File: src/rtl/dfe_pkg.sv
// Shared definitions for the DFE chain controller: FSM encoding, widths and defaults.
package dfe_pkg;

    localparam int unsigned DEC_W            = 5;
    localparam int unsigned MAX_DEC_DEF      = 16;
    localparam int unsigned IN_DIV_DEF       = 2;
    localparam int unsigned DRAIN_CYCLES_DEF = 32;

    typedef enum logic [1:0] {
        StIdle  = 2'd0,
        StRun   = 2'd1,
        StDrain = 2'd2,
        StFlush = 2'd3
    } dfe_state_e;

    // A decimation factor is usable when it lies in 1..max_dec.
    function automatic logic dec_legal(input logic [DEC_W-1:0] dec, input int unsigned max_dec);
        return (dec != '0) && (32'(dec) <= max_dec);
    endfunction

endpackage

File: src/rtl/dfe_dec_counter.sv
// Counts fd_valid pulses and emits one cic_stb per i_dec pulses.
module dfe_dec_counter
    import dfe_pkg::*;
(
    input  logic             i_clk,
    input  logic             i_rst_n,
    input  logic             i_clear,
    input  logic             i_fd_valid,
    input  logic [DEC_W-1:0] i_dec,
    output logic             o_cic_stb
);

    logic [DEC_W-1:0] r_cnt;
    logic             r_stb;

    // Count pulses; wrap and strobe on the pulse that completes a group.
    // The >= keeps the counter bounded if the factor shrinks mid-count.
    always_ff @(posedge i_clk or negedge i_rst_n) begin
        if (!i_rst_n) begin
            r_cnt <= '0;
            r_stb <= 1'b0;
        end else if (i_clear) begin
            r_cnt <= '0;
            r_stb <= 1'b0;
        end else if (i_fd_valid) begin
            if (r_cnt >= (i_dec - DEC_W'(1))) begin
                r_cnt <= '0;
                r_stb <= 1'b1;
            end else begin
                r_cnt <= r_cnt + DEC_W'(1);
                r_stb <= 1'b0;
            end
        end else begin
            r_stb <= 1'b0;
        end
    end

    assign o_cic_stb = r_stb;

endmodule

File: src/rtl/dfe_chain_ctrl.sv
// Control FSM for the DFE chain: run/drain/flush sequencing, input strobe and
// configuration handshake.
module dfe_chain_ctrl
    import dfe_pkg::*;
#(
    parameter int unsigned IN_DIV       = IN_DIV_DEF,
    parameter int unsigned DRAIN_CYCLES = DRAIN_CYCLES_DEF,
    parameter int unsigned MAX_DEC      = MAX_DEC_DEF
) (
    input  logic             i_clk,
    input  logic             i_rst_n,
    input  logic             i_start,
    input  logic             i_stop,
    input  logic             i_cfg_wr,
    input  logic [DEC_W-1:0] i_cfg_dec,
    input  logic             i_cfg_filt_en,
    input  logic             i_fd_valid,
    output logic             o_in_stb,
    output logic             o_cic_stb,
    output logic [DEC_W-1:0] o_cic_dec,
    output logic             o_filter_enable,
    output logic             o_flush,
    output logic             o_busy,
    output logic             o_cfg_ack,
    output logic             o_cfg_err
);

    localparam int unsigned PH_W = (IN_DIV > 1) ? $clog2(IN_DIV) : 1;
    localparam int unsigned DR_W = (DRAIN_CYCLES > 1) ? $clog2(DRAIN_CYCLES) : 1;

    dfe_state_e       r_state;
    logic [PH_W-1:0]  r_phase;
    logic [DR_W-1:0]  r_drain_cnt;
    logic             r_in_stb;
    logic             r_pend;
    logic [DEC_W-1:0] r_pend_dec;
    logic             r_pend_fen;
    logic [DEC_W-1:0] r_cic_dec;
    logic             r_filt_en;
    logic             r_ack;
    logic             r_err;
    logic             w_legal;

    assign w_legal = dec_legal(i_cfg_dec, MAX_DEC);

    // Sequencing FSM; in_stb is registered so it is high on the first RUN cycle.
    always_ff @(posedge i_clk or negedge i_rst_n) begin
        if (!i_rst_n) begin
            r_state     <= StIdle;
            r_phase     <= '0;
            r_drain_cnt <= '0;
            r_in_stb    <= 1'b0;
            r_pend      <= 1'b0;
            r_pend_dec  <= DEC_W'(1);
            r_pend_fen  <= 1'b1;
            r_cic_dec   <= DEC_W'(1);
            r_filt_en   <= 1'b1;
            r_ack       <= 1'b0;
            r_err       <= 1'b0;
        end else begin
            r_ack    <= 1'b0;
            r_err    <= 1'b0;
            r_in_stb <= 1'b0;
            unique case (r_state)
                StIdle: begin
                    if (i_cfg_wr) begin
                        if (w_legal) begin
                            r_cic_dec <= i_cfg_dec;
                            r_filt_en <= i_cfg_filt_en;
                            r_ack     <= 1'b1;
                        end else begin
                            r_err <= 1'b1;
                        end
                    end
                    // Simultaneous start+stop resolves to stop: stay idle.
                    if (i_start && !i_stop) begin
                        r_state  <= StRun;
                        r_phase  <= '0;
                        r_in_stb <= 1'b1;
                    end
                end
                StRun: begin
                    if (i_stop) begin
                        // A write colliding with stop is discarded.
                        r_err       <= i_cfg_wr;
                        r_state     <= StDrain;
                        r_drain_cnt <= '0;
                        r_phase     <= '0;
                    end else if (i_cfg_wr && w_legal) begin
                        r_pend      <= 1'b1;
                        r_pend_dec  <= i_cfg_dec;
                        r_pend_fen  <= i_cfg_filt_en;
                        r_ack       <= 1'b1;
                        r_state     <= StDrain;
                        r_drain_cnt <= '0;
                        r_phase     <= '0;
                    end else begin
                        r_err <= i_cfg_wr;
                        if (r_phase == PH_W'(IN_DIV - 1)) begin
                            r_phase  <= '0;
                            r_in_stb <= 1'b1;
                        end else begin
                            r_phase <= r_phase + PH_W'(1);
                        end
                    end
                end
                StDrain: begin
                    r_err <= i_cfg_wr;
                    if (r_drain_cnt == DR_W'(DRAIN_CYCLES - 1)) begin
                        r_state <= StFlush;
                        // New configuration is already active while FLUSH is high.
                        if (r_pend) begin
                            r_cic_dec <= r_pend_dec;
                            r_filt_en <= r_pend_fen;
                        end
                    end else begin
                        r_drain_cnt <= r_drain_cnt + DR_W'(1);
                    end
                end
                StFlush: begin
                    r_err  <= i_cfg_wr;
                    r_pend <= 1'b0;
                    if (r_pend) begin
                        r_state  <= StRun;
                        r_phase  <= '0;
                        r_in_stb <= 1'b1;
                    end else begin
                        r_state <= StIdle;
                    end
                end
                default: r_state <= StIdle;
            endcase
        end
    end

    dfe_dec_counter u_dec_counter (
        .i_clk      (i_clk),
        .i_rst_n    (i_rst_n),
        .i_clear    (o_flush),
        .i_fd_valid (i_fd_valid),
        .i_dec      (r_cic_dec),
        .o_cic_stb  (o_cic_stb)
    );

    assign o_in_stb        = r_in_stb;
    assign o_cic_dec       = r_cic_dec;
    assign o_filter_enable = r_filt_en;
    assign o_flush         = (r_state == StFlush);
    assign o_busy          = (r_state != StIdle);
    assign o_cfg_ack       = r_ack;
    assign o_cfg_err       = r_err;

endmodule
File: config.mk
export PLATFORM = sky130hd
export DESIGN_NAME = dfe_chain_ctrl
export DESIGN_NICKNAME = d
export VERILOG_FILES = /design/src/rtl/dfe_pkg.sv /design/src/rtl/dfe_dec_counter.sv /design/src/rtl/dfe_chain_ctrl.sv
export SDC_FILE = /design/constraint.sdc
export NUM_CORES = 1
export LEC_CHECK = 0
export BUFFER_PORTS_ARGS = -buffer_cell sky130_fd_sc_hd__buf_2
export CAP_MARGIN = 5
export CORE_UTILIZATION = 25
export DETAILED_ROUTE_END_ITERATION = 6
export PLACE_DENSITY_LB_ADDON = 0.25
export SLEW_MARGIN = 0
export SYNTH_ARGS = -nofsm -noshare
export SYNTH_HDL_FRONTEND = slang
export SYNTH_SLANG_ARGS = --single-unit
File: constraint.sdc
create_clock -name i_clk -period 4.68 [get_ports i_clk]
set_input_delay 0.468 -clock i_clk [delete_from_list [all_inputs] [get_ports i_clk]]
set_output_delay 0.468 -clock i_clk [all_outputs]
set_load 0.005 [all_outputs]
==> metrics, run 1 <==
initial antenna violation count=0; Post-CTS Setup Inserts=0; ANT cells=0; hold buffer count at CTS=0; CTS buffer count=5; Top delay family on crit path=adder cells; Gate Count Post-Synth=173; sequential fraction of the synthesis area=41.34%; hpwl dp=2861 um; Pwr Total=1.300 mW; met1 WL=1857 um; Fin Setup TNS=0 ns; P_leak=0.9077 nW; synth top area cells=dfrtp_1, ha_1, mux2_2; Post-synth EDFFs=0; Setup Crit Path Kind=register to register; Hold Path Class=primary input to asynchronous set/reset pin; Layout Nets=221; Post-Route WL=3842 um; maxcap violations=0; Slew Viols, Final=0; predominant post-synthesis flop cell=dfrtp_1; total track usage=11.40%; Yosys cell types=39; first-pass GRT wire length=6561 um; Via-to-Cell Ratio=4.635; CP max stage delay=0.73 ns; hold slack=0.2258 ns; clk_lat worst skew=0.28 ns; gp weighted congestion=0.6982; initial DRC count=49; worst path bufs/invs=1; Final Cycle Share=51.06%; CTS root buf=clkbuf_8; Final Skew=0.004637 ns; Via Count=1358; DRC Markers=0; layout cells sized above 1=26.90%; WL per Instance=13.11 um; die area=7658 um2; slew of the pin with the lowest slew margin=0.8553 ns; htree depth=2; top-area cell type share of the netlist area=35.59%; grt ovf=0; Final Setup Violations=0; synthesized netlist net count=198; Pwr per Cell Area=611.2 nW/um2; slowest CP cell=ha_1; clk buf depth=2; number of synthesized register bits=30; Worst Path Required=4.84 ns; area leader, netlist=dfrtp_1; Antenna Nets Post-Route=0; Core ar.=6944 um2; Die H=87.51 um; io pins=24; Final Critical Period=2.389 ns; top sig layer=met4; element type at the critical path end=register; Worst slew margin=42.98%; number of global-route vias before repair=1337; Die Wd=87.51 um; crit path DAT=2.55 ns; Setup crit start kind=register; CP cell instances=inv_1 -> ha_1 -> nand3_1 -> o21a_1 -> a21oi_2 -> mux2_2; std cell rows=30; Post-Syn Area=1828 um2; TritonCTS clock tree=built; asr flop ratio synth=100.0%; largest net degree at the start of global routing=31; crit-path max FO=23; cts repair resizes=0; FF-to-FF setup slack=2.29 ns; VDD IR max=0.2396 mV; met2 wire length=1731 um; IO Port Bufs=23; TritonCTS Sinks=30; RSZ-0062 raised after global routing=false; DR pass1 iterations=4; fill cell count=760; WL met3=149 um; Yosys warnings=0; Syn Area/Cell=10.57 um2; Max Freq=418.5 MHz; Final Hold Viols=0; area growth from synthesis to layout=16.36%; clk slew on worst S/H paths=0.06 ns; Initial Util=26.32%; run status=finished clean
==> cell usage after synthesis (2+ instances only) <==
cell	number
o2111ai_1	2
nor4b_1	3
mux2_2	14
a221oi_1	2
dfrtp_1	26
nand3b_1	5
nand2b_1	11
nor2b_1	2
a21oi_1	9
nand3_1	11
xnor2_1	4
o221ai_1	7
o211ai_1	4
inv_1	13
nor2_1	3
nand2_1	7
mux2i_1	6
clkbuf_1	5
ha_1	13
nor3_1	2
a31oi_1	3
dfstp_2	4
==> kinds of logic after synthesis <==
kind of cell,Yosys count,synth area share (%)
AND/OR/NAND/NOR,51,17.39
XOR/XNOR,4,1.916
adder cells (fa/ha/maj),13,8.898
buffers and inverters,20,4.175
AO/OA/AOI/OAI,34,13.55
multiplexers,21,12.73
flip-flops,30,41.34
==> report_power, final <==
part	total [mW]	internal, mW	switching, mW	leakage, nW
Combinational	0.626	0.289	0.337	0.481
Sequential	0.459	0.378	0.0818	0.378
Clock	0.214	0.118	0.0961	0.0482
==> registers in the layout (all words and copies together) (netlist names), 2 cells and up <==
signal and cells:
r_state 2, o_cic_dec 5, r_drain_cnt 5, u_dec_counter.r_cnt 5, r_pend_dec 5
==> final cells by class <==
| cell class | instances | area (um2) | share of cell area, % |
|---|---|---|---|
| Multi-Input combinational cell | 123 | 996.0 | 46.82 |
| Clock buffer | 7 | 86.33 | 4.059 |
| Timing Repair Buffer | 23 | 115.1 | 5.412 |
| Tap cell | 96 | 120.1 | 5.647 |
| Sequential cell | 30 | 755.7 | 35.53 |
| Clock inverter | 1 | 5.005 | 0.2353 |
| Inverter | 13 | 48.80 | 2.294 |
==> stage by stage <==
step	worst slack, ns	instance area, um2	utilization (%)	std cells
after detailed placement	2.261	2036	29.32	285
after global routing	1.996	2127	30.63	293
after CTS	2.233	2127	30.63	293
after global placement	2.259	2036	29.32	285
after floorplan	2.506	1828	-	173
final	2.291	2127	30.63	293
==> cells in the final DEF, fill, tap and decap left out, types with 2 or more instances in the layout <==
| cell type | n |
|---|---|
| o2111ai_1 | 2 |
| ha_1 | 13 |
| nor2_1 | 3 |
| nor3_1 | 2 |
| nor2b_1 | 2 |
| a21oi_1 | 9 |
| mux2_2 | 14 |
| dfstp_2 | 4 |
| o221ai_1 | 7 |
| o211ai_1 | 4 |
| nand3b_1 | 5 |
| inv_1 | 13 |
| xnor2_1 | 4 |
| a31oi_1 | 3 |
| buf_2 | 23 |
| nand2b_1 | 11 |
| nand2_1 | 7 |
| clkbuf_8 | 6 |
| a221oi_1 | 2 |
| nor4b_1 | 3 |
| nand3_1 | 11 |
| mux2i_1 | 6 |
| dfrtp_1 | 26 |
==> layer usage <==
| metal | up-vias | global-route usage, % |
|---|---|---|
| li1 | 682 | - |
| met1 | 644 | 14.79 |
| met2 | 24 | 17.54 |
| met3 | 8 | 2.370 |
| met4 | 0 | 6.706 |
| met5 | - | 0 |
==> final timing paths <==
path	to	start	cells past startpoint
min reg2reg	r_phase	r_phase	1
max in group asynchronous	u_dec_counter.r_cnt[0]	i_rst_n	1
min	r_drain_cnt[2]	i_rst_n	1
max reg2reg	o_cic_dec[3]	r_state[0]	6
max	o_cic_dec[3]	r_state[0]	6
min in group i_clk	r_pend_fen	i_cfg_filt_en	2
(Power assumes the default switching activity.)
==> inputs of run 2 (changes only) <==
clock period = 2.3 ns   (was 4.68 ns; I/O delays follow)
==> metrics, run 2 (synthesis results as in run 1) <==
run status=complete, but fails checks; violations in the final reports=negative hold slack; Final Hold Viols=6; layout cells sized above 1=29.41%; htree depth=2; Max Freq=460.3 MHz; area growth from synthesis to layout=19.37%; RSZ-0062 raised after global routing=false; Worst slew margin=53.12%; cts repair resizes=0; Slew Viols, Final=0; Setup crit start kind=register; slew of the pin with the lowest slew margin=0.7033 ns; DRC Markers=0; clk slew on worst S/H paths=0.07 ns; Die Wd=87.51 um; P_leak=0.9439 nW; maxcap violations=0; TritonCTS Sinks=30; Fin Setup TNS=0 ns; clk_lat worst skew=0.28 ns; Die H=87.51 um; Antenna Nets Post-Route=0; DR pass1 iterations=4; Core ar.=6944 um2; Initial Util=26.32%; element type at the critical path end=register; Via Count=1408; WL per Instance=13.47 um; grt ovf=0; Final Cycle Share=94.45%; crit path DAT=2.34 ns; hpwl dp=2925 um; ANT cells=0; Setup Crit Path Kind=register to register; Pwr per Cell Area=1264 nW/um2; most frequent cells in the layout=dfrtp_1, buf_2, mux2_2; TritonCTS clock tree=built; die area=7658 um2; Internal=1.677 mW; CTS buffer count=5; final instance area=2182 um2; CTS root buf=clkbuf_8; Final Setup Violations=0; Via-to-Cell Ratio=4.693; largest net degree at the start of global routing=31; hold buffer count at CTS=0; Final Skew=0.005384 ns; crit-path max FO=6; initial DRC count=61; IO Port Bufs=23; commonest non-fill, non-tap cell in the layout=dfrtp_1; std cell rows=30; Layout Nets=229; gp weighted congestion=0.7609; VDD IR max=0.5142 mV; Layout Cells excl Fill=300; Switching Power=1.082 mW; Final Critical Period=2.172 ns; combinational share of power=50.0%; dpl cells=293; final worst slack=0.1276 ns; initial antenna violation count=0; number of global-route vias before repair=1424; worst slack at placement=0.1315 ns; Pwr Total=2.759 mW; Worst Path Required=2.47 ns; first-pass GRT wire length=6879 um; Post-CTS Setup Inserts=0; clk buf depth=2; clock share of power=15.9%; Hold Path Class=primary input to asynchronous set/reset pin; io pins=24; total track usage=11.81%; hold slack=-0.003692 ns; Post-Route WL=4040 um; Sw Share=39.21%; Layout Utilization=31.42%; sequential share of power=34.1%; Placed Area=2096 um2
-- run 2: area by class of cell --
type,instances,area [um2]
multi-input combinational,123,996.0
clock buffer,7,86.33
inverter,13,48.80
sequential,30,755.7
tap,96,120.1
timing repair buffer,31,175.2
fill,730,4762
-- run 2: power by group through the flow --
stage          registers, mW  clock network [mW]  logic (mW)
5_1_grt                0.974               0.482        1.55
2_1_floorplan          0.913                   0       0.958
6_report               0.941               0.440        1.38
3_3_place_gp           0.943                   0        1.39
4_1_cts                0.941               0.456        1.40
3_5_place_dp           0.952                   0        1.39
-- run 2: final timing paths --
| kind | start | endpoint | slack (ns) | cells after the start |
|---|---|---|---|---|
| min in group i_clk | i_cfg_filt_en | r_pend_fen | 0.20 | 2 |
| hold reg to reg | r_phase | r_phase | 0.47 | 1 |
| max in group asynchronous | i_rst_n | u_dec_counter.r_cnt[0] | 1.85 | 1 |
| setup reg to reg | o_cic_dec[0] | u_dec_counter.o_cic_stb | 0.13 | 9 |
| setup / recovery | o_cic_dec[0] | u_dec_counter.o_cic_stb | 0.13 | 9 |
| hold / removal | i_rst_n | r_drain_cnt[3] | -0.004 | 1 |
-- run 2: metal layers --
metal | track usage, % | vias up | wire (um)
met2 | 18.32 | 28 | 1792
met4 | 5.961 | 0 | 79
met3 | 2.370 | 7 | 159
met5 | 0 | - | 0
met1 | 15.65 | 674 | 2008
li1 | - | 699 | -
-- run 2: critical path, stage by stage (launching register included) --
cell     delay [ns]
dfstp_2        0.54
inv_1          0.07
ha_1           0.22
xnor2_1        0.13
ha_1           0.31
a21o_1         0.16
a31oi_1        0.14
buf_4          0.16
o21ai_0        0.14
and3b_1        0.21
